File: src/rtl/vram_pkg.sv
`default_nettype none
// +-----------------------------------------------------------------------+
// | vram_pkg : shared slot encoding and sizing for the VRAM arbiter       |
// | Rev 1.0  : initial release                                            |
// +-----------------------------------------------------------------------+
package vram_pkg;

    localparam int SLOTS_PER_PIXEL = 4;
    localparam int VRAM_ADDR_W     = 20;
    localparam int VRAM_DATA_W     = 8;

    typedef enum logic [2:0] {
        SLOT_IDLE  = 3'd0,
        SLOT_GPU_A = 3'd1,
        SLOT_GPU_B = 3'd2,
        SLOT_CPU0  = 3'd3,
        SLOT_CPU1  = 3'd4
    } slot_e;

endpackage
`default_nettype wire

File: src/rtl/vram_slot_gen.sv
`default_nettype none
// +-----------------------------------------------------------------------+
// | vram_slot_gen : four-slot phase sequencer restarted by pixel_tick     |
// | Rev 1.0       : initial release                                       |
// +-----------------------------------------------------------------------+
module vram_slot_gen
    import vram_pkg::*;
(
    input  logic  clk,
    input  logic  rst,
    input  logic  pixel_tick,
    output slot_e slot
);

    slot_e slot_q;
    slot_e slot_d;

    always_ff @(posedge clk) begin
        if (rst) begin
            slot_q <= SLOT_IDLE;
        end else begin
            slot_q <= slot_d;
        end
    end

    // A tick always restarts the pixel, even in the middle of one.
    always_comb begin
        slot_d = slot_q;
        if (pixel_tick) begin
            slot_d = SLOT_GPU_A;
        end else begin
            case (slot_q)
                SLOT_GPU_A: slot_d = SLOT_GPU_B;
                SLOT_GPU_B: slot_d = SLOT_CPU0;
                SLOT_CPU0:  slot_d = SLOT_CPU1;
                SLOT_CPU1:  slot_d = SLOT_IDLE;
                default:    slot_d = SLOT_IDLE;
            endcase
        end
    end

    always_comb begin
        slot = slot_q;
    end

endmodule
`default_nettype wire

File: src/rtl/vram_arbiter.sv
`default_nettype none
// +-----------------------------------------------------------------------+
// | vram_arbiter : time-slot VRAM sharing between pixel GPU and CPU port  |
// | Option       : VRAM_SLOT_RECLAIM_EN lends an unused GPU_B slot to CPU |
// | Rev 1.0      : initial release                                        |
// +-----------------------------------------------------------------------+
module vram_arbiter
    import vram_pkg::*;
#(
    parameter int ADDR_W = VRAM_ADDR_W,
    parameter int DATA_W = VRAM_DATA_W
) (
    input  logic              clk,
    input  logic              rst,
    input  logic              pixel_tick,
    input  logic              gpu_sprite_hit,
    input  logic [ADDR_W-1:0] gpu_sprite_addr,
    input  logic [ADDR_W-1:0] gpu_bg_addr,
    input  logic [DATA_W-1:0] sprite_transparent,
    output logic [DATA_W-1:0] gpu_pixel,
    output logic              gpu_valid,
    input  logic              cpu_req,
    input  logic              cpu_we,
    input  logic [ADDR_W-1:0] cpu_addr,
    input  logic [DATA_W-1:0] cpu_wdata,
    output logic              cpu_ack,
    output logic [DATA_W-1:0] cpu_rdata,
    output logic [ADDR_W-1:0] sram_addr,
    output logic [DATA_W-1:0] sram_wdata,
    input  logic [DATA_W-1:0] sram_rdata,
    output logic              sram_oe,
    output logic              sram_we
);

    slot_e slot;

    logic [DATA_W-1:0] ra_q, ra_d;
    logic              hit_q, hit_d;
    logic [DATA_W-1:0] pend_q, pend_d;
    logic [DATA_W-1:0] pix_q, pix_d;
    logic [DATA_W-1:0] rdata_q, rdata_d;
    logic              w_need_bg;
    logic              w_cpu_slot;

    vram_slot_gen u_slot_gen (
        .clk        (clk),
        .rst        (rst),
        .pixel_tick (pixel_tick),
        .slot       (slot)
    );

    always_ff @(posedge clk) begin
        if (rst) begin
            ra_q    <= '0;
            hit_q   <= 1'b0;
            pend_q  <= '0;
            pix_q   <= '0;
            rdata_q <= '0;
        end else begin
            ra_q    <= ra_d;
            hit_q   <= hit_d;
            pend_q  <= pend_d;
            pix_q   <= pix_d;
            rdata_q <= rdata_d;
        end
    end

    assign w_need_bg = hit_q && (ra_q == sprite_transparent);
    assign cpu_rdata = rdata_q;

    // Slot outputs are combinational and forced quiet while reset is held.
    always_comb begin
        ra_d       = ra_q;
        hit_d      = hit_q;
        pend_d     = pend_q;
        pix_d      = pix_q;
        rdata_d    = rdata_q;
        w_cpu_slot = 1'b0;
        gpu_pixel  = pix_q;
        gpu_valid  = 1'b0;
        cpu_ack    = 1'b0;
        sram_addr  = '0;
        sram_wdata = '0;
        sram_oe    = 1'b0;
        sram_we    = 1'b0;
        if (!rst) begin
            case (slot)
                SLOT_GPU_A: begin
                    sram_oe   = 1'b1;
                    sram_addr = gpu_sprite_hit ? gpu_sprite_addr : gpu_bg_addr;
                    ra_d      = sram_rdata;
                    hit_d     = gpu_sprite_hit;
                end
                SLOT_GPU_B: begin
                    if (w_need_bg) begin
                        sram_oe   = 1'b1;
                        sram_addr = gpu_bg_addr;
                        pend_d    = sram_rdata;
                    end else begin
                        pend_d = ra_q;
`ifdef VRAM_SLOT_RECLAIM_EN
                        w_cpu_slot = 1'b1;
`endif
                    end
                end
                SLOT_CPU0: begin
                    w_cpu_slot = 1'b1;
                    // A tick landing here abandons the pixel without publishing it.
                    if (!pixel_tick) begin
                        gpu_valid = 1'b1;
                        gpu_pixel = pend_q;
                        pix_d     = pend_q;
                    end
                end
                default: begin
                    w_cpu_slot = 1'b1;
                end
            endcase
            if (w_cpu_slot && cpu_req) begin
                cpu_ack   = 1'b1;
                sram_addr = cpu_addr;
                if (cpu_we) begin
                    sram_we    = 1'b1;
                    sram_wdata = cpu_wdata;
                end else begin
                    sram_oe = 1'b1;
                    rdata_d = sram_rdata;
                end
            end
        end
    end

endmodule
`default_nettype wire
File: config.mk
export PLATFORM = sky130hd
export DESIGN_NAME = vram_arbiter
export DESIGN_NICKNAME = d
export VERILOG_FILES = /design/src/rtl/vram_pkg.sv /design/src/rtl/vram_slot_gen.sv /design/src/rtl/vram_arbiter.sv
export SDC_FILE = /design/constraint.sdc
export NUM_CORES = 1
export LEC_CHECK = 0
export CAP_MARGIN = 20
export CORE_MARGIN = 3
export CORE_UTILIZATION = 64
export DETAILED_ROUTE_END_ITERATION = 10
export DONT_BUFFER_PORTS = 1
export PLACE_DENSITY_LB_ADDON = 0.25
export SLEW_MARGIN = 15
export SYNTH_ARGS = -nofsm -noshare
export SYNTH_HDL_FRONTEND = slang
export SYNTH_SLANG_ARGS = --single-unit
File: constraint.sdc
create_clock -name clk -period 2.3 [get_ports clk]
set_clock_uncertainty 0.2 [all_clocks]
set_input_delay 0.23 -clock clk [delete_from_list [all_inputs] [get_ports clk]]
set_output_delay 0.23 -clock clk [all_outputs]
set_load 0.005 [all_outputs]
==> results of run 1 <==
-- worst register-to-register path: stages, from the launching register on --
cell and delay (ns):
sky130_fd_sc_hd__dfxtp_2 0.41, sky130_fd_sc_hd__nor3b_4 0.22, sky130_fd_sc_hd__buf_4 0.23, sky130_fd_sc_hd__nor2_1 0.06, sky130_fd_sc_hd__nor2_1 0.08, sky130_fd_sc_hd__dlygate4sd3_1 0.53
-- stage by stage --
step                      setup WS (ns)  hold slack [ns]  cells  util [%]
final                          -0.00271           0.0150    324      76.6
after global routing            -0.0631           0.0253    324      76.6
after CTS                       0.00148         0.000359    324      73.4
after detailed placement          0.189            0.107    305      67.0
after global placement            0.255            0.105    305      67.0
after floorplan                   0.359            0.109    273         -
-- layout make-up --
cell class / count / area share (%)
multi-input combinational: 208 / 59.9
sequential: 36 / 25.8
timing repair buffer: 24 / 8.60
clock buffer: 7 / 3.41
tap: 48 / 2.13
inverter: 1 / 0.133
-- logic make-up after synthesis --
kind of cell | after synthesis | synth area share (%)
and+or+nand+nor | 86 | 18.1
AOI/OAI and AO/OA | 96 | 34.7
muxes | 16 | 6.85
buffers and inverters | 30 | 8.21
DFF | 36 | 29.0
xor gates and xnor gates | 9 | 3.17
-- power by group --
part           total [W]  internal (W)  switching [W]
Combinational   0.000324      0.000156       0.000169
Sequential      0.000671      0.000647      0.0000239
Clock           0.000480      0.000266       0.000214
Total            0.00148       0.00107       0.000407
-- layout by cell type (no fill, tap or decap), types with 3 or more instances in the layout --
cell type	netlist	final
sky130_fd_sc_hd__a211oi_2	1	18
sky130_fd_sc_hd__a21oi_1	17	17
sky130_fd_sc_hd__a221oi_1	21	21
sky130_fd_sc_hd__a221oi_2	19	19
sky130_fd_sc_hd__a311oi_1	8	8
sky130_fd_sc_hd__and2_1	9	8
sky130_fd_sc_hd__buf_12	3	3
sky130_fd_sc_hd__buf_4	1	11
sky130_fd_sc_hd__clkbuf_8	0	7
sky130_fd_sc_hd__dfxtp_1	36	32
sky130_fd_sc_hd__dfxtp_2	0	3
sky130_fd_sc_hd__dlygate4sd3_1	0	10
sky130_fd_sc_hd__mux2_2	8	8
sky130_fd_sc_hd__mux2i_1	8	8
sky130_fd_sc_hd__nand2_1	33	33
sky130_fd_sc_hd__nand4_1	10	10
sky130_fd_sc_hd__nor2_1	21	20
sky130_fd_sc_hd__o31ai_1	8	8
sky130_fd_sc_hd__xnor2_1	9	5
sky130_fd_sc_hd__xnor2_2	0	4
-- cell usage after synthesis (all sizes together) --
cell type  number
a311oi          8
mux2i           8
a211oi         20
a221oi         40
o31ai           8
nor2           22
dfxtp          36
a21oi          17
mux2            8
clkbuf         14
nand4bb         1
buf            15
inv             1
o21a            1
nor2b           1
nor3b           3
xnor2           9
and3            1
or3b            1
nor4            1
nand2          33
nand3           1
and4            1
a31oi           1
o211ai          1
and2           10
nor4bb          1
nand4          10
-- state kept, by name, indices dropped and copies added (netlist names) --
name             count
cpu_rdata            8
pend_q               8
pix_q                8
ra_q                 8
u_slot_gen.slot      3
hit_q                1
-- final timing paths --
kind,endpoint,depth (start not counted)
max,sram_oe,6
min,ra_q[1],2
max reg2reg,u_slot_gen.slot[0],5
min reg2reg,pix_q[5],2
-- metal layers --
layer  global-route usage (%)  up-vias  part of all wire, %
met4                     6.45        0                 0.89
met2                     45.0      120                   50
met1                     36.8     1067                   40
met3                     9.03        4                  9.7
met5                        0        -                    0
li1                         -     1079                    -
-- repair_timing --
| item | in CTS | in global routing |
|---|---|---|
| hold buffers | 11 | 0 |
| pin swaps | 1 | 0 |
| hold endpoints to repair | 36 | 0 |
| setup endpoints to repair | 20 | 38 |
| resized for setup | 4 | 26 |
| cloned | 1 | 0 |
==> impl_metrics.prom, run 1 <==
# TYPE chip_impl_metric gauge
chip_impl_info{name="status",value="finished, violations left"} 1
chip_impl_info{name="violations_in_the_final_reports",value="negative setup slack"} 1
chip_impl_metric{name="finalCritPeriodShare",unit="%"} 100
chip_impl_metric{name="fill_cells",unit=""} 275
chip_impl_info{name="critical-path-top-delay-family",value="simple AND/OR/NAND/NOR gates"} 1
chip_impl_metric{name="yosysWarningCount",unit=""} 0
chip_impl_metric{name="placed_cell_area",unit="um2"} 2470
chip_impl_info{name="synth_area_leader_cell",value="sky130_fd_sc_hd__dfxtp_1"} 1
chip_impl_metric{name="io_buffers",unit=""} 0
chip_impl_metric{name="ys_seq_area_share",unit="%"} 29.0
chip_impl_metric{name="slowest_delay",unit="ns"} 0.35
chip_impl_metric{name="drt_pre_antenna_iters",unit=""} 4
chip_impl_metric{name="summed_area_of_non_filler_cells_in_the_final_layout",unit="um2"} 2820
chip_impl_metric{name="grt_start_max_net_pins",unit=""} 42
chip_impl_metric{name="routed_wire_length_per_instance",unit="um"} 20.8
chip_impl_metric{name="io_pins",unit=""} 138
chip_impl_metric{name="reg2reg_setup_slack",unit="ns"} 0.51
chip_impl_info{name="critPathCaptureType",value="output pin"} 1
chip_impl_metric{name="htree_levels",unit=""} 2
chip_impl_info{name="class_of_the_worst_hold_path",value="in2reg"} 1
chip_impl_metric{name="totalNegativeSetupSlack",unit="ns"} -0.00271
chip_impl_metric{name="grt_antenna_before_repair",unit=""} 0
chip_impl_metric{name="timing.slew.headroom",unit="%"} 70.4
chip_impl_metric{name="power_density",unit="nW/um2"} 523
chip_impl_metric{name="insertedDiodeCount",unit=""} 0
chip_impl_metric{name="clock_tree.buffer_depth",unit=""} 2
chip_impl_info{name="slowest_stage",value="sky130_fd_sc_hd__dfxtp_1"} 1
chip_impl_metric{name="synth_to_layout_area_growth",unit="%"} 13.7
chip_impl_metric{name="synthesis.instances",unit=""} 273
chip_impl_info{name="setup_crit_start",value="ra_q[3]"} 1
chip_impl_metric{name="grt_pass1_vias",unit=""} 2107
chip_impl_metric{name="placement_rows",unit=""} 22
chip_impl_info{name="worst_r2r_startpoint",value="u_slot_gen.slot[1]"} 1
chip_impl_metric{name="multi_input_area",unit="um2"} 1690
chip_impl_metric{name="first_iter_violations",unit=""} 120
chip_impl_metric{name="vdd_ir_drop_max",unit="mV"} 0.427
chip_impl_metric{name="max_clock_freq",unit="MHz"} 434
chip_impl_info{name="synth_area_leaders",value="sky130_fd_sc_hd__dfxtp_1, sky130_fd_sc_hd__a221oi_2, sky130_fd_sc_hd__a221oi_1, sky130_fd_sc_hd__a211oi_1, sky130_fd_sc_hd__nand2_1"} 1
chip_impl_metric{name="cts_sinks",unit=""} 36
chip_impl_metric{name="drive_gt1_share",unit="%"} 30.4
chip_impl_metric{name="report.final.slew_viol_count",unit=""} 0
chip_impl_metric{name="post-layout-total-power",unit="W"} 0.00148
chip_impl_metric{name="timing.final.setup_violations",unit=""} 1
chip_impl_metric{name="tightestPinTransition",unit="ns"} 0.443
chip_impl_metric{name="avgSynthCellArea",unit="um2"} 9.10
chip_impl_metric{name="cts.clk_slew.worst_paths",unit="ns"} 0.07
chip_impl_metric{name="syn_nets",unit=""} 363
chip_impl_info{name="timing.setup.critical_path_class",value="reg2out"} 1
chip_impl_metric{name="die_w",unit="um"} 68.3
chip_impl_metric{name="final.min_clock_period",unit="ns"} 2.30
chip_impl_info{name="root_buffer_cell",value="sky130_fd_sc_hd__clkbuf_8"} 1
chip_impl_metric{name="die_height",unit="um"} 68.3
chip_impl_metric{name="timing.final.hold_violations",unit=""} 0
chip_impl_metric{name="place.detailed.hpwl",unit="mm"} 4.39
chip_impl_metric{name="synthesis.area",unit="um2"} 2480
chip_impl_metric{name="gr-total-overflow",unit=""} 0
chip_impl_metric{name="track_usage",unit="%"} 28.1
chip_impl_metric{name="cp_data_required_time",unit="ns"} 1.87
chip_impl_metric{name="p_leak",unit="nW"} 0.910
chip_impl_metric{name="worst_ep_arrival_time",unit="ns"} 1.87
chip_impl_metric{name="regArea",unit="um2"} 728
chip_impl_metric{name="number_of_vias_per_cell",unit=""} 7.01
chip_impl_metric{name="max_fo_critical_path",unit=""} 21
chip_impl_info{name="cp_cell_sequence",value="xnor2_1 -> and2_2 -> nand4_1 -> buf_4 -> a31oi_1 -> buf_4"} 1
chip_impl_metric{name="count_of_distinct_cell_types_in_the_synthesized_netlist",unit=""} 39
chip_impl_metric{name="drv_cap",unit=""} 0
chip_impl_info{name="start_kind",value="register"} 1
chip_impl_metric{name="post_cts_buffers",unit=""} 0
chip_impl_metric{name="layout_setup_ws",unit="ns"} -0.00271
chip_impl_metric{name="synth-seq-cells",unit=""} 36
chip_impl_info{name="holdCritStartpoint",value="rst"} 1
chip_impl_metric{name="dieArea",unit="um2"} 4660
chip_impl_metric{name="synthDominantCellAreaShare",unit="%"} 29.0
chip_impl_metric{name="tritoncts.num_buffers",unit=""} 5
chip_impl_metric{name="wl",unit="mm"} 6.75
chip_impl_metric{name="postRouteAntennaNets",unit=""} 0
chip_impl_metric{name="gp_routability_congestion",unit=""} 0.868
chip_impl_metric{name="worst-path-buf-inv",unit=""} 2
chip_impl_metric{name="detailroute.via_count",unit=""} 2270
chip_impl_metric{name="floorplan.core_area",unit="um2"} 3690
chip_impl_metric{name="finish.net_count",unit=""} 366
chip_impl_info{name="crit_path_frequent_cell",value="sky130_fd_sc_hd__buf_4"} 1
chip_impl_metric{name="clk-insertion-delay-late",unit="ns"} 0.29
chip_impl_metric{name="starting_density_of_the_core",unit="%"} 67.3
chip_impl_metric{name="grt_pass1_wl",unit="mm"} 9.98
chip_impl_metric{name="detail_route.drc_violations",unit=""} 0
chip_impl_info{name="cts_tree",value="yes"} 1
(Power assumes the default switching activity.)
==> inputs of run 2 (changes only) <==
--- a/config.mk
+++ b/config.mk
@@ -8,6 +8,7 @@
 export CAP_MARGIN = 20
 export CORE_MARGIN = 3
 export CORE_UTILIZATION = 64
+export CTS_BUF_LIST = sky130_fd_sc_hd__clkbuf_16
 export DETAILED_ROUTE_END_ITERATION = 10
 export DONT_BUFFER_PORTS = 1
 export PLACE_DENSITY_LB_ADDON = 0.25
==> run 2 against run 1 <==
- the flow now finishes without violations
- global-route usage down 0.31 points
- core utilization down 0.75 points
- combinational power down 4%
- final cell count up 0.31%
- count of clock-buffer cells in the layout down 2
- via count up 0.31%
- non-clock buffer count unchanged
- highest routed layer unchanged
- total power up 8.9%
==> impl_metrics.prom, run 2 (synthesis results as in run 1) <==
# TYPE chip_impl_metric gauge
chip_impl_info{name="status",value="finished clean"} 1
chip_impl_metric{name="cts.clk_slew.worst_paths",unit="ns"} 0.05
chip_impl_metric{name="wl",unit="mm"} 6.68
chip_impl_metric{name="dieArea",unit="um2"} 4660
chip_impl_metric{name="summed_area_of_non_filler_cells_in_the_final_layout",unit="um2"} 2800
chip_impl_metric{name="gr-total-overflow",unit=""} 0
chip_impl_info{name="slowest_stage",value="sky130_fd_sc_hd__dfxtp_1"} 1
chip_impl_metric{name="post_cts_buffers",unit=""} 0
chip_impl_metric{name="gp_routability_congestion",unit=""} 0.868
chip_impl_metric{name="number_of_vias_per_cell",unit=""} 7.01
chip_impl_metric{name="reg2reg_setup_slack",unit="ns"} 0.32
chip_impl_metric{name="first_iter_violations",unit=""} 137
chip_impl_info{name="timing.setup.critical_path_class",value="reg2out"} 1
chip_impl_metric{name="detailroute.via_count",unit=""} 2277
chip_impl_metric{name="fill_cells",unit=""} 278
chip_impl_metric{name="max_fo_critical_path",unit=""} 21
chip_impl_metric{name="worst-path-buf-inv",unit=""} 1
chip_impl_metric{name="clock_tree.buffer_depth",unit=""} 2
chip_impl_metric{name="report.final.slew_viol_count",unit=""} 0
chip_impl_info{name="cp_cell_sequence",value="xnor2_1 -> and2_2 -> nand4_1 -> buf_4 -> a211oi_1"} 1
chip_impl_metric{name="finish.net_count",unit=""} 367
chip_impl_metric{name="max_clock_freq",unit="MHz"} 445
chip_impl_info{name="class_of_the_worst_hold_path",value="in2reg"} 1
chip_impl_metric{name="io_pins",unit=""} 138
chip_impl_metric{name="drt_pre_antenna_iters",unit=""} 4
chip_impl_info{name="critical-path-top-delay-family",value="simple AND/OR/NAND/NOR gates"} 1
chip_impl_metric{name="detail_route.drc_violations",unit=""} 0
chip_impl_metric{name="drive_gt1_share",unit="%"} 25.3
chip_impl_metric{name="worst_ep_arrival_time",unit="ns"} 1.82
chip_impl_metric{name="placement_rows",unit=""} 22
chip_impl_metric{name="timing.slew.headroom",unit="%"} 69.8
chip_impl_metric{name="totalNegativeSetupSlack",unit="ns"} 0
chip_impl_metric{name="grt_antenna_before_repair",unit=""} 0
chip_impl_metric{name="synth_to_layout_area_growth",unit="%"} 12.6
chip_impl_metric{name="routed_wire_length_per_instance",unit="um"} 20.6
chip_impl_metric{name="slowest_delay",unit="ns"} 0.34
chip_impl_metric{name="insertedDiodeCount",unit=""} 0
chip_impl_metric{name="tritoncts.num_buffers",unit=""} 5
chip_impl_info{name="final_cell_mix",value="sky130_fd_sc_hd__nand2_1, sky130_fd_sc_hd__dfxtp_1, sky130_fd_sc_hd__a221oi_1, sky130_fd_sc_hd__nor2_1, sky130_fd_sc_hd__a221oi_2"} 1
chip_impl_metric{name="postRouteAntennaNets",unit=""} 0
chip_impl_metric{name="cp_data_required_time",unit="ns"} 1.87
chip_impl_info{name="critPathCaptureType",value="output pin"} 1
chip_impl_info{name="cts_tree",value="yes"} 1
chip_impl_metric{name="vdd_ir_drop_max",unit="mV"} 0.508
chip_impl_metric{name="track_usage",unit="%"} 27.8
chip_impl_metric{name="timing.final.setup_violations",unit=""} 0
chip_impl_metric{name="timing.final.hold_violations",unit=""} 0
chip_impl_info{name="start_kind",value="register"} 1
chip_impl_metric{name="clk-insertion-delay-late",unit="ns"} 0.28
chip_impl_metric{name="p_leak",unit="nW"} 0.905
chip_impl_metric{name="grt_pass1_vias",unit=""} 2080
chip_impl_metric{name="cts_sinks",unit=""} 36
chip_impl_metric{name="power_density",unit="nW/um2"} 575
chip_impl_metric{name="floorplan.core_area",unit="um2"} 3690
chip_impl_metric{name="place.detailed.hpwl",unit="mm"} 4.39
chip_impl_metric{name="grt_start_max_net_pins",unit=""} 42
chip_impl_metric{name="finalCritPeriodShare",unit="%"} 97.7
chip_impl_metric{name="drv_cap",unit=""} 0
chip_impl_metric{name="placed_cell_area",unit="um2"} 2470
chip_impl_metric{name="final.min_clock_period",unit="ns"} 2.25
chip_impl_metric{name="grt_pass1_wl",unit="mm"} 9.92
chip_impl_metric{name="io_buffers",unit=""} 0
chip_impl_metric{name="die_w",unit="um"} 68.3
chip_impl_metric{name="tightestPinTransition",unit="ns"} 0.453
chip_impl_metric{name="starting_density_of_the_core",unit="%"} 67.3
chip_impl_metric{name="die_height",unit="um"} 68.3
chip_impl_info{name="root_buffer_cell",value="sky130_fd_sc_hd__clkbuf_16"} 1
chip_impl_metric{name="htree_levels",unit=""} 2
## run 2: changes by cell type in the layout (fill, tap and decap cells not counted), sizes merged
| cell | before | now |
|---|---|---|
| clkbuf | 7 | 5 |
| clkinv | 0 | 2 |
| and2 | 11 | 12 |
## run 2: metal layers
metal | part of all wire [%] | track usage, % | vias to the layer above
met5 | 0 | 0 | -
met4 | 0.93 | 6.70 | 0
met1 | 42 | 36.5 | 1077
met3 | 8.7 | 8.05 | 10
li1 | - | - | 1082
met2 | 48 | 44.9 | 108
## run 2: through the flow
stage                     total power [W]  util (%)  hold slack [ns]  cells  setup slack [ns]
final                             0.00161      75.8           0.0344    325            0.0530
after global routing              0.00166      75.8           0.0449    325          -0.00905
after CTS                         0.00159      74.7           0.0242    324           0.00237
after detailed placement         0.000941      67.0            0.107    305             0.189
after global placement           0.000934      67.0            0.105    305             0.255
after floorplan                  0.000927         -            0.109    273             0.359
## run 2: layout make-up
| cell class | count | area [um2] | share of cell area, % |
|---|---|---|---|
| Tap cell | 48 | 60.1 | 2.15 |
| Sequential cell | 36 | 724 | 25.9 |
| Clock buffer | 5 | 125 | 4.47 |
| Multi-Input combinational cell | 209 | 1630 | 58.4 |
| Clock inverter | 2 | 7.51 | 0.268 |
| Inverter | 1 | 3.75 | 0.134 |
| Timing Repair Buffer | 24 | 243 | 8.68 |
## run 2: final timing paths
kind                      startpoint      endpoint  cells after the start
setup / recovery             ra_q[3]  sram_addr[0]                      5
hold / removal                   rst      pix_q[5]                      2
setup reg to reg  u_slot_gen.slot[0]       ra_q[1]                      5
hold reg to reg             pix_q[2]      pix_q[2]                      2
## run 2: report_power, final
part / internal [W] / switching, W / total, W
Sequential: 0.000649 / 0.0000227 / 0.000671
Clock: 0.000387 / 0.000237 / 0.000624
Combinational: 0.000149 / 0.000162 / 0.000312
## run 2: what timing repair did
action / in CTS / in global routing
endpoints found under the setup margin: 20 / 33
cloned: 1 / 1
endpoints found under the hold margin: 36 / 0
hold buffers: 11 / 0
resized for setup: 6 / 10
pin swaps: 1 / 1
